File: src/rtl/tdc_thermo_decoder.sv
// Thermometer-code TDC decoder: arms on an empty delay line, captures the
// first hit word, and outputs its bubble-corrected ones count together with the
// coarse timestamp of the sampling cycle through a three-stage pipeline with
// a one-entry valid/ready output register.
// Optional build macro: TDC_BUBBLE_FILTER_EN (3-tap majority filter on therm).
module tdc_thermo_decoder #(
  parameter int N        = 32,
  parameter int COARSE_W = 16,
  parameter int FW       = $clog2(N + 1)
) (
  input  logic                clk,
  input  logic                clear,
  input  logic                enable,
  input  logic [N-1:0]        therm,
  input  logic                out_ready,
  output logic                out_valid,
  output logic [FW-1:0]       out_fine,
  output logic [COARSE_W-1:0] out_coarse,
  output logic                out_sat,
  output logic                overflow,
  output logic [1:0]          state
);

  typedef enum logic [1:0] {
    IDLE  = 2'd0,
    ARMED = 2'd1,
    DEAD  = 2'd2
  } state_t;

  state_t              state_q;
  state_t              state_d;
  logic [COARSE_W-1:0] coarse_q;
  logic [N-1:0]        filt;
  logic                therm_zero;
  logic                hit;

  logic                vld_p1;
  logic [N-1:0]        word_p1;
  logic [COARSE_W-1:0] coarse_p1;

  logic                vld_p2;
  logic [FW-1:0]       fine_p2;
  logic                sat_p2;
  logic [COARSE_W-1:0] coarse_p2;

  logic                load;
  logic                drop;

  // Number of set bits in the captured word (0..N).
  function automatic logic [FW-1:0] popcount(input logic [N-1:0] w);
    logic [FW-1:0] c;
    c = '0;
    for (int i = 0; i < N; i++) begin
      c = c + FW'(w[i]);
    end
    return c;
  endfunction

  // Chain saturated: every tap of the delay line was reached.
  function automatic logic is_full(input logic [FW-1:0] c);
    return c == FW'(N);
  endfunction

  assign therm_zero = (therm == '0);

`ifdef TDC_BUBBLE_FILTER_EN
  // Virtual taps: below bit 0 the chain is always "reached", above bit N-1 never.
  logic [N+1:0] ext;
  assign ext = {1'b0, therm, 1'b1};

  // Three-tap majority vote removes isolated bubbles in the thermometer code.
  always_comb begin
    filt = '0;
    for (int i = 0; i < N; i++) begin
      filt[i] = (ext[i] & ext[i+1]) | (ext[i] & ext[i+2]) | (ext[i+1] & ext[i+2]);
    end
  end
`else
  assign filt = therm;
`endif

  // FSM state register.
  always_ff @(posedge clk) begin
    if (clear) state_q <= IDLE;
    else       state_q <= state_d;
  end

  // FSM next state: re-arm only after the line has fully emptied.
  always_comb begin
    state_d = state_q;
    if (enable) begin
      case (state_q)
        IDLE:    if (therm_zero) state_d = ARMED;
        ARMED:   if (filt[0])    state_d = DEAD;
        DEAD:    if (therm_zero) state_d = ARMED;
        default: state_d = IDLE;
      endcase
    end
  end

  // FSM outputs: hit strobe and debug state.
  always_comb begin
    hit   = enable && (state_q == ARMED) && filt[0];
    state = state_q;
  end

  // Free-running coarse timestamp, frozen while enable is low.
  always_ff @(posedge clk) begin
    if (clear)       coarse_q <= '0;
    else if (enable) coarse_q <= coarse_q + COARSE_W'(1);
  end

  // ---- stage 1: capture filtered word and timestamp ----
  // Stage-1 valid follows the hit strobe.
  always_ff @(posedge clk) begin
    if (clear)       vld_p1 <= 1'b0;
    else if (enable) vld_p1 <= hit;
  end

  // Stage-1 data.
  always_ff @(posedge clk) begin
    if (enable) begin
      word_p1   <= filt;
      coarse_p1 <= coarse_q;
    end
  end

  // ---- stage 2: popcount and saturation flag ----
  // Stage-2 valid.
  always_ff @(posedge clk) begin
    if (clear)       vld_p2 <= 1'b0;
    else if (enable) vld_p2 <= vld_p1;
  end

  // Stage-2 data.
  always_ff @(posedge clk) begin
    if (enable) begin
      fine_p2   <= popcount(word_p1);
      sat_p2    <= is_full(popcount(word_p1));
      coarse_p2 <= coarse_p1;
    end
  end

  // ---- stage 3: one-entry output register ----
  assign load = enable && vld_p2 && (!out_valid || out_ready);
  assign drop = enable && vld_p2 && out_valid && !out_ready;

  // Output register: held result has priority, a colliding result is dropped.
  always_ff @(posedge clk) begin
    if (clear) begin
      out_valid  <= 1'b0;
      out_fine   <= '0;
      out_coarse <= '0;
      out_sat    <= 1'b0;
      overflow   <= 1'b0;
    end else begin
      if (load) begin
        out_valid  <= 1'b1;
        out_fine   <= fine_p2;
        out_coarse <= coarse_p2;
        out_sat    <= sat_p2;
      end else if (out_valid && out_ready) begin
        out_valid  <= 1'b0;
      end
      if (drop) overflow <= 1'b1;
    end
  end

endmodule

File: config.mk
export PLATFORM = sky130hd
export DESIGN_NAME = tdc_thermo_decoder
export DESIGN_NICKNAME = d
export VERILOG_FILES = /design/src/rtl/tdc_thermo_decoder.sv
export SDC_FILE = /design/constraint.sdc
export NUM_CORES = 1
export LEC_CHECK = 0
export ABC_AREA = 1
export CAP_MARGIN = 20
export CORE_AREA = 2 2 95 97
export DETAILED_ROUTE_END_ITERATION = 16
export DIE_AREA = 0 0 97 99
export PLACE_DENSITY = 0.79
export SLEW_MARGIN = 5
export SYNTH_ARGS = -nofsm -noshare
export SYNTH_HDL_FRONTEND = slang
export SYNTH_SLANG_ARGS = --single-unit
File: constraint.sdc
create_clock -name clk -period 11.5 [get_ports clk]
set_input_delay 2.3 -clock clk [delete_from_list [all_inputs] [get_ports clk]]
set_output_delay 2.3 -clock clk [all_outputs]
set_load 0.02 [all_outputs]
==> results.yml, run 1 <==
drt:
  wl_um: 9110
  wl_met1_um: 3710
  route.vias.total: 3219
  dr_wl_met2_um: 4730
  route.detailed.drc: 0
  drtAntennaViolNets: 0
  vias_per_cell: 5.13
  routed.top_layer: "met4"
  drtPass1Iterations: 5
  wire_per_inst_um: 14.5
  wl_met3_um: 460
  drt_iter0_drc: 231
yosys:
  synth_cell_types: 33
  syn-num-nets: 501
  synth_top_area_share_pct: 43.6
  netlist_area_mm2: 0.00489
  yosys-top-cells-count: "88 x nor2_1, 71 x edfxtp_1, 68 x inv_1, 45 x dfxtp_1, 34 x nand2_1"
  yosysTopAreaCell: "edfxtp_1"
  yosys.area_share.xor_xnor_pct: 0.537
  synth_seq_cells: 116
  ys.flop_type: "edfxtp_1"
  yosysSeqAreaShare_pct: 62.0
  synth-adder-area-share_pct: 11.9
  synthSimpleGateAreaFrac_pct: 13.3
  synth_mux_area_share_pct: 0
  ys.warnings.count: 0
  synth.area.top_cells: "edfxtp_1 44%, dfxtp_1 18%, fa_1 9.8%"
  synth.most_common_cell: "nor2_1"
  avgSynthCellArea_um2: 11.3
  synth_edf_count: 71
  synth_compound_area_share_pct: 5.86
  synthCells: 433
  synth_top_family_by_area: "simple AND/OR/NAND/NOR gates"
  async_flop_share_pct: 0
floorplan:
  die-width_um: 97
  rows: 34
  die_h_um: 99
  die-area_mm2: 0.00960
  pin_count: 63
  core-area_mm2: 0.00855
  start_util_pct: 57.2
place:
  io_buffers: 62
  placed_cell_area_mm2: 0.00561
  place_congestion: 0.806
  pre_cts_ws_ns: 6.77
  place_hpwl_um: 6000
  placed_cells: 595
clocking:
  cts_tree: "done"
  cts_buffers: 17
  cts_hold_buf: 0
  cts_max_level: 4
  clock_sinks: 116
  cts_resized: 0
  clk_pin_slew_ns: 0.06
  post_cts_buffers: 0
  clock_latency_ns: 0.51
  root_buffer: "clkbuf_8"
  clock_path_buffers: 2
power_and_ir_drop:
  p_leak_uw: 0.00255
  powerDensity_mw_per_mm2: 254
  ir_drop_v: 0.000154
  total_power_uw: 1580
setup_path:
  worstSetupPathType: "register to register"
  crit_end: "sat_p2$_DFFE_PP_"
  crit_required_ns: 11.85
  cp.arrival_ns: 5.11
  worst_setup_path_start_kind: "register"
  rr_startpoint: "word_p1[17]$_DFFE_PP_"
  r2r-end: "sat_p2$_DFFE_PP_"
  endpoint_kind: "register"
  worst-path-max-fanout: 2
  rrSetupSlack_ns: 6.74
  reg2regPathDepth: 15
  critical_path.startpoint: "word_p1[17]$_DFFE_PP_"
cells_and_area:
  stdcell_count: 627
  diodes: 0
  finalNetCount: 574
  num-fill-cells: 580
  syn_to_final_growth_pct: 26.9
  drive_gt1_share_pct: 9.25
  final_area_mm2: 0.00621
min_path:
  hp-class: "register to register"
flow_run:
  cap_violations: 0
timing:
  setup_tns_ns: 0
  hold_viol_final: 0
  final.period_utilization_pct: 41.4
  setup_slack_ns: 6.74
  fmax_ghz: 0.210
  finClkSkew_ns: 0.00949
  maxSlewHeadroom_pct: 35.0
  period_needed_ns: 4.76
  grt_setup_unrepaired: "no"
  setup_viol: 0
  drv_slew: 0
  tightest_slew_ns: 0.974
global_routing:
  grt_use_total_pct: 21.1
  grt_max_degree: 76
  grt_pass1_vias: 3371
  overflow: 0
  grt_pass1_wl_um: 15600
  antenna_found_initial: 0
status:
  status: "completed"
[layout by cell type, fill, tap and decap left out]
cell type,Yosys,final
nand2_2,3,3
nor2_4,3,3
clkinv_2,0,2
o21bai_1,1,1
nor2_2,4,4
nand2_1,34,34
clkbuf_1,4,4
o21ai_1,2,2
nand4_1,1,1
o21ai_0,30,30
bufinv_16,0,2
nand3_1,7,7
nor3_2,2,2
clkbuf_8,0,3
xnor2_1,1,1
inv_2,2,2
clkbuf_16,0,18
a21oi_1,17,17
fa_1,24,24
clkinv_4,0,1
inv_1,68,68
inv_4,1,2
clkdlybuf4s50_1,0,61
buf_4,0,2
edfxtp_1,71,71
clkinvlp_4,0,1
o21a_1,1,1
xor2_1,2,2
a211oi_2,1,1
nor3b_2,1,1
nand4_4,1,1
o211ai_1,1,1
dfxtp_1,45,45
nor3b_1,1,1
a31oi_1,1,1
nor3_1,3,3
nor2_1,88,88
ha_1,8,8
[sequential cells by signal, summed over array words and instances, names as in the netlist, 2 cells and up]
| name | flops |
|---|---|
| out_coarse | 16 |
| coarse_q | 16 |
| word_p1 | 32 |
| state | 2 |
| coarse_p1 | 16 |
| fine_p2 | 6 |
| coarse_p2 | 16 |
| out_fine | 6 |
[power by group]
part	switching, uW	internal (uW)	leakage, uW
combinational	313	226	0.00118
clock	176	345	0.000293
sequential	9.77	508	0.00108
[how the worst min path moves through the flow]
stage | slack [ns] | end | startpoint | depth (start not counted)
4_1_cts | 0.41 | coarse_p2[2]$_DFFE_PP_ | coarse_p1[2]$_DFFE_PP_ | 0
3_5_place_dp | 0.41 | coarse_p2[14]$_DFFE_PP_ | coarse_p1[14]$_DFFE_PP_ | 0
5_1_grt | 0.42 | coarse_p2[14]$_DFFE_PP_ | coarse_p1[14]$_DFFE_PP_ | 0
6_report | 0.41 | coarse_p2[2]$_DFFE_PP_ | coarse_p1[2]$_DFFE_PP_ | 0
3_3_place_gp | 0.40 | coarse_p2[3]$_DFFE_PP_ | coarse_p1[3]$_DFFE_PP_ | 0
2_1_floorplan | 0.40 | coarse_p2[0]$_DFFE_PP_ | coarse_p1[0]$_DFFE_PP_ | 0
[critical path, stage by stage (launching register included)]
cell and delay (ns):
edfxtp_1 0.39, fa_1 0.54, inv_1 0.05, fa_1 0.51, fa_1 0.43, fa_1 0.47
fa_1 0.55, fa_1 0.42, inv_1 0.06, ha_1 0.16, inv_1 0.06, fa_1 0.39
xnor2_1 0.17, nor3_1 0.16, nand3_1 0.09, nor3_1 0.14
[per-stage QoR]
stage / hold WS [ns] / utilization (%)
floorplan: 0.400 / -
global placement: 0.401 / 65.6
detailed placement: 0.405 / 65.6
CTS: 0.415 / 72.6
global route: 0.422 / 72.6
finish: 0.413 / 72.6
[area by class of cell]
| type | instances | area (um^2) | share of cell area [%] |
|---|---|---|---|
| clock inverter | 7 | 92.6 | 1.49 |
| clock buffer | 25 | 507 | 8.16 |
| tap | 108 | 135 | 2.18 |
| timing repair buffer | 63 | 626 | 10.1 |
| inverter | 71 | 269 | 4.33 |
| multi-input combinational | 237 | 1550 | 24.9 |
| sequential | 116 | 3030 | 48.9 |
[layer usage]
layer  GRT usage [%]  up-vias
met5               0        -
met3            6.52       21
met1            25.1     1543
met2            35.1      106
li1                -     1549
met4            10.6        0
[cells by family (layout without fill, tap and decap cells)]
logic type / Yosys count / count (layout)
flops: 116 / 116
compound gates: 54 / 54
buf+inv: 80 / 166
fa+ha+maj: 32 / 32
xor+xnor: 3 / 3
simple gates: 148 / 148
Power figures use the tool's default switching activity.
==> run 2: changes to the inputs <==
--- a/config.mk
+++ b/config.mk
@@ -7,10 +7,10 @@
 export LEC_CHECK = 0
 export ABC_AREA = 1
 export CAP_MARGIN = 20
-export CORE_AREA = 2 2 95 97
+export CORE_AREA = 2 2 98 100
 export DETAILED_ROUTE_END_ITERATION = 16
-export DIE_AREA = 0 0 97 99
-export PLACE_DENSITY = 0.79
+export DIE_AREA = 0 0 100 102
+export PLACE_DENSITY = 0.75
 export SLEW_MARGIN = 5
 export SYNTH_ARGS = -nofsm -noshare
 export SYNTH_HDL_FRONTEND = slang
==> constraint.sdc (replaced) <==
create_clock -name clk -period 4.46 [get_ports clk]
set_input_delay 0.892 -clock clk [delete_from_list [all_inputs] [get_ports clk]]
set_output_delay 0.892 -clock clk [all_outputs]
set_load 0.02 [all_outputs]
==> results.yml, run 2 (same netlist as run 1, synthesis figures left out) <==
drt:
  route.detailed.drc: 0
  vias_per_cell: 4.98
  drtPass1Iterations: 4
  drt_iter0_drc: 148
  drtAntennaViolNets: 0
  wire_per_inst_um: 14.0
  wl_um: 8870
  route.vias.total: 3149
power_and_ir_drop:
  clock_power_share_pct: 29.1
  p_leak_uw: 0.00253
  p_int_uw: 2790
  ir_drop_v: 0.000450
  total_power_uw: 4280
  p_sw_uw: 1490
  switching_share_pct: 34.8
  power_frac_seq_pct: 31.1
  power_frac_comb_pct: 39.8
  powerDensity_mw_per_mm2: 689
setup_path:
  crit_required_ns: 4.81
  slowest_delay_ns: 0.56
  worst-path-max-fanout: 2
  critPathMostFrequentCell: "fa_1"
  worst_setup_path_start_kind: "register"
  critPathSlowestCell: "fa_1"
  cp.arrival_ns: 5.13
  endpoint_kind: "register"
  worstSetupPathType: "register to register"
  crit_family: "adder cells"
  cp_cell_sequence: "fa_1 -> inv_2 -> fa_1 -> fa_1 -> fa_1 -> fa_1 -> fa_1 -> inv_1 -> ha_2 -> inv_2 -> fa_2 -> inv_2 -> nor3_2 -> nand3_1 -> nor3_2"
  path_buf_inv: 4
place:
  place_hpwl_um: 5880
  io_buffers: 62
  place_congestion: 0.791
  placed_cell_area_mm2: 0.00562
  placed_cells: 599
status:
  status: "complete, but fails checks"
  violations: "negative setup slack"
global_routing:
  grt_max_degree: 48
  grt_pass1_wl_um: 14900
  grt_use_total_pct: 19.2
  grt_pass1_vias: 3248
  antenna_found_initial: 0
  overflow: 0
clocking:
  clock_latency_ns: 0.52
  clock_sinks: 116
  root_buffer: "clkbuf_8"
  cts_hold_buf: 0
  clock_path_buffers: 2
  clk_pin_slew_ns: 0.06
  cts_tree: "done"
  cts_buffers: 17
  cts_max_level: 4
cells_and_area:
  finalNetCount: 576
  layout_common_cells: "88 x nor2_1, 71 x edfxtp_1, 63 x inv_1, 61 x clkdlybuf4s50_1, 45 x dfxtp_1"
  drive_gt1_share_pct: 12.9
  final_area_mm2: 0.00621
  stdcell_count: 632
  syn_to_final_growth_pct: 27.0
  diodes: 0
  largest_reg_flops: 32
  num-fill-cells: 656
  final_common_cell: "nor2_1"
  largest-register: "word_p1"
floorplan:
  start_util_pct: 53.7
  die-area_mm2: 0.0102
  pin_count: 63
  rows: 35
  die_h_um: 102
  die-width_um: 100
  core-area_mm2: 0.00911
timing:
  finClkSkew_ns: 0.00918
  period_needed_ns: 4.78
  tightest_slew_ns: 0.920
  drv_slew: 0
  grt_setup_unrepaired: "yes"
  maxSlewHeadroom_pct: 38.6
  final.period_utilization_pct: 107
  setup_slack_ns: -0.317
  setup_viol: 5
  setup_tns_ns: -0.699
  fmax_ghz: 0.209
  hold_viol_final: 0
min_path:
  hp-class: "register to register"
flow_run:
  cap_violations: 0
## run 2: layout make-up
| class | instances | area [um^2] | area share [%] |
|---|---|---|---|
| Tap cell | 111 | 139 | 2.23 |
| Sequential cell | 116 | 3030 | 48.8 |
| Inverter | 71 | 269 | 4.33 |
| Clock inverter | 14 | 128 | 2.05 |
| Clock buffer | 18 | 428 | 6.89 |
| Timing Repair Buffer | 65 | 641 | 10.3 |
| Multi-Input combinational cell | 237 | 1580 | 25.4 |
## run 2: layer usage
metal	global-route usage [%]	routed length (um)	share of wire [%]	vias to the layer above
met5	0	0	0	-
met4	9.91	127	1.4	0
met1	23.7	3900	44	1507
met2	32.1	4520	51	83
met3	4.45	323	3.6	8
li1	-	-	-	1551
## run 2: timing repair
action | CTS | global route
setup endpoints to repair | 5 | 6
hold endpoints to repair | 0 | 0
pin swaps | 4 | 4
buffers inserted | 0 | 1
resized for setup | 4 | 9
## run 2: worst paths after layout
check	start	to	slack, ns	cells after the start
min reg2reg	coarse_p1[13]$_DFFE_PP_	coarse_p2[13]$_DFFE_PP_	0.42	0
max reg2reg	word_p1[17]$_DFFE_PP_	sat_p2$_DFFE_PP_	-0.32	15
max	word_p1[17]$_DFFE_PP_	sat_p2$_DFFE_PP_	-0.32	15
min	coarse_p1[13]$_DFFE_PP_	coarse_p2[13]$_DFFE_PP_	0.42	0
## run 2: metrics by stage
step           utilization, %  hold WS, ns  setup WS, ns
2_1_floorplan               -        0.400       -0.0548
3_3_place_gp             61.7        0.401        -0.139
3_5_place_dp             61.7        0.406        -0.221
4_1_cts                  67.9        0.421        -0.259
5_1_grt                  68.2        0.424        -0.502
6_report                 68.2        0.419        -0.317
## run 2: power by group through the flow
stage	Combinational, uW	Clock, uW	Sequential [uW]
global route	1930	1310	1340
detailed placement	1340	0	1350
global placement	1270	0	1350
floorplan	1030	0	1360
CTS	1380	1260	1330
finish	1700	1250	1330
==> run 3: changes to the inputs <==
--- a/config.mk
+++ b/config.mk
@@ -7,10 +7,11 @@
 export LEC_CHECK = 0
 export ABC_AREA = 1
 export CAP_MARGIN = 20
-export CORE_AREA = 2 2 98 100
+export CORE_AREA = 2 2 95 97
 export DETAILED_ROUTE_END_ITERATION = 16
-export DIE_AREA = 0 0 100 102
-export PLACE_DENSITY = 0.75
+export DIE_AREA = 0 0 97 99
+export MAX_ROUTING_LAYER = met4
+export PLACE_DENSITY = 0.79
 export SLEW_MARGIN = 5
 export SYNTH_ARGS = -nofsm -noshare
 export SYNTH_HDL_FRONTEND = slang
==> constraint.sdc (replaced) <==
create_clock -name clk -period 5.6 [get_ports clk]
set_input_delay 1.12 -clock clk [delete_from_list [all_inputs] [get_ports clk]]
set_output_delay 1.12 -clock clk [all_outputs]
set_load 0.02 [all_outputs]
==> results.yml, run 3 (same netlist as run 1, synthesis figures left out) <==
drt:
  wl_um: 8680
  drtPass1Iterations: 4
  route.vias.total: 3158
  wire_per_inst_um: 13.8
  drtAntennaViolNets: 0
  route.detailed.drc: 0
  drt_iter0_drc: 208
  vias_per_cell: 5.04
cells_and_area:
  ff_latch_area_mm2: 0.00303
  final_area_mm2: 0.00616
  drive_gt1_share_pct: 9.25
  num-fill-cells: 558
  stdcell_count: 627
  multiInputGateArea_mm2: 0.00155
  finalNetCount: 574
  largest_reg_flops: 32
  syn_to_final_growth_pct: 26.0
  layout_common_cells: "88 x nor2_1, 71 x edfxtp_1, 68 x inv_1, 61 x clkdlybuf4s50_1, 45 x dfxtp_1"
  largest-register: "word_p1"
  final_common_cell: "nor2_1"
  diodes: 0
setup_path:
  rr_startpoint: "word_p1[17]$_DFFE_PP_"
  r2r-end: "sat_p2$_DFFE_PP_"
  reg2regPathDepth: 14
  cp.arrival_ns: 5.19
  critical_path.startpoint: "word_p1[17]$_DFFE_PP_"
  worstSetupPathType: "register to register"
  crit_end: "sat_p2$_DFFE_PP_"
  critPathSlowestCell: "fa_1"
  worst-path-max-fanout: 2
  critPathMostFrequentCell: "fa_1"
  slowest_delay_ns: 0.56
  worst_setup_path_start_kind: "register"
  rrSetupSlack_ns: 0.74
  endpoint_kind: "register"
  crit_required_ns: 5.93
  cp_cell_sequence: "fa_1 -> inv_1 -> fa_1 -> fa_1 -> fa_1 -> fa_1 -> fa_1 -> inv_1 -> ha_1 -> inv_1 -> fa_1 -> o21ai_0 -> nand3_1 -> nor3_1"
floorplan:
  die_h_um: 99
  start_util_pct: 57.2
  die-area_mm2: 0.00960
  pin_count: 63
  core-area_mm2: 0.00855
  rows: 34
  die-width_um: 97
clocking:
  cts_max_level: 4
  clock_sinks: 116
  clock_path_buffers: 2
  post_cts_buffers: 0
  clock_latency_ns: 0.50
  cts_hold_buf: 0
  cts_tree: "done"
  root_buffer: "clkbuf_8"
  clk_pin_slew_ns: 0.06
  cts_resized: 0
  cts_buffers: 17
global_routing:
  grt_max_degree: 46
  overflow: 0
  antenna_found_initial: 0
  grt_pass1_vias: 3254
  grt_pass1_wl_um: 14900
  grt_use_total_pct: 20.7
power_and_ir_drop:
  p_leak_uw: 0.00253
  ir_drop_v: 0.000342
  powerDensity_mw_per_mm2: 510
min_path:
  hp-class: "register to register"
  min_path_cells: 0
timing:
  setup_tns_ns: 0
  finClkSkew_ns: 0.00686
  fmax_ghz: 0.206
  maxSlewHeadroom_pct: 38.1
  hold_viol_final: 0
  final.period_utilization_pct: 86.8
  setup_viol: 0
  tightest_slew_ns: 0.928
  grt_setup_unrepaired: "no"
  drv_slew: 0
  period_needed_ns: 4.86
status:
  status: "completed"
place:
  place_congestion: 0.822
  placed_cell_area_mm2: 0.00561
  place_hpwl_um: 5950
  io_buffers: 62
  placed_cells: 595
flow_run:
  cap_violations: 0
[run 3: cell count changes in the layout (fill, tap and decap cells not counted), sizes merged]
cell / delta
clkbuf: +1
clkinvlp: -3
clkinv: +3
inv: -2
buf: -2
bufinv: +1
[run 3: final cells by class]
| class | instances | share of cell area (%) |
|---|---|---|
| Clock buffer | 19 | 6.84 |
| Clock inverter | 13 | 2.17 |
| Multi-Input combinational cell | 237 | 25.1 |
| Timing Repair Buffer | 63 | 10.1 |
| Tap cell | 108 | 2.19 |
| Sequential cell | 116 | 49.2 |
| Inverter | 71 | 4.36 |
[run 3: metal layers]
metal,GRT usage (%),vias up,wire length (um)
met5,-,-,0
met4,8.45,0,140
met3,6.52,12,466
met2,33.6,103,4390
met1,24.1,1494,3680
li1,-,1549,-
[run 3: worst max-delay path, delay by kind of cell, from the launching register on]
kind	cells	cell delay, ns
compound gates	1	0.30
simple gates	2	0.28
buf+inv	3	0.17
flops	1	0.41
fa+ha+maj	8	3.51
[run 3: where the power goes]
part	switching, uW	leakage, uW	internal (uW)
Clock	364	0.000271	630
Combinational	623	0.00118	462
Sequential	20.9	0.00108	1040
[run 3: worst min path at each step]
| stage | from | end |
|---|---|---|
| 2_1_floorplan | coarse_p1[0]$_DFFE_PP_ | coarse_p2[0]$_DFFE_PP_ |
| 3_3_place_gp | coarse_p1[3]$_DFFE_PP_ | coarse_p2[3]$_DFFE_PP_ |
| 6_report | coarse_p1[8]$_DFFE_PP_ | coarse_p2[8]$_DFFE_PP_ |
| 5_1_grt | coarse_p1[12]$_DFFE_PP_ | coarse_p2[12]$_DFFE_PP_ |
| 4_1_cts | coarse_p1[8]$_DFFE_PP_ | coarse_p2[8]$_DFFE_PP_ |
| 3_5_place_dp | coarse_p1[6]$_DFFE_PP_ | coarse_p2[6]$_DFFE_PP_ |
[run 3: through the flow]
step	total power [uW]	hold slack, ns	utilization, %	setup slack, ns
CTS	3170	0.418	72.1	0.761
global route	3380	0.421	72.1	0.507
floorplan	1900	0.400	-	1.08
finish	3140	0.416	72.1	0.742
global placement	2080	0.401	65.6	0.998
detailed placement	2160	0.405	65.6	0.779
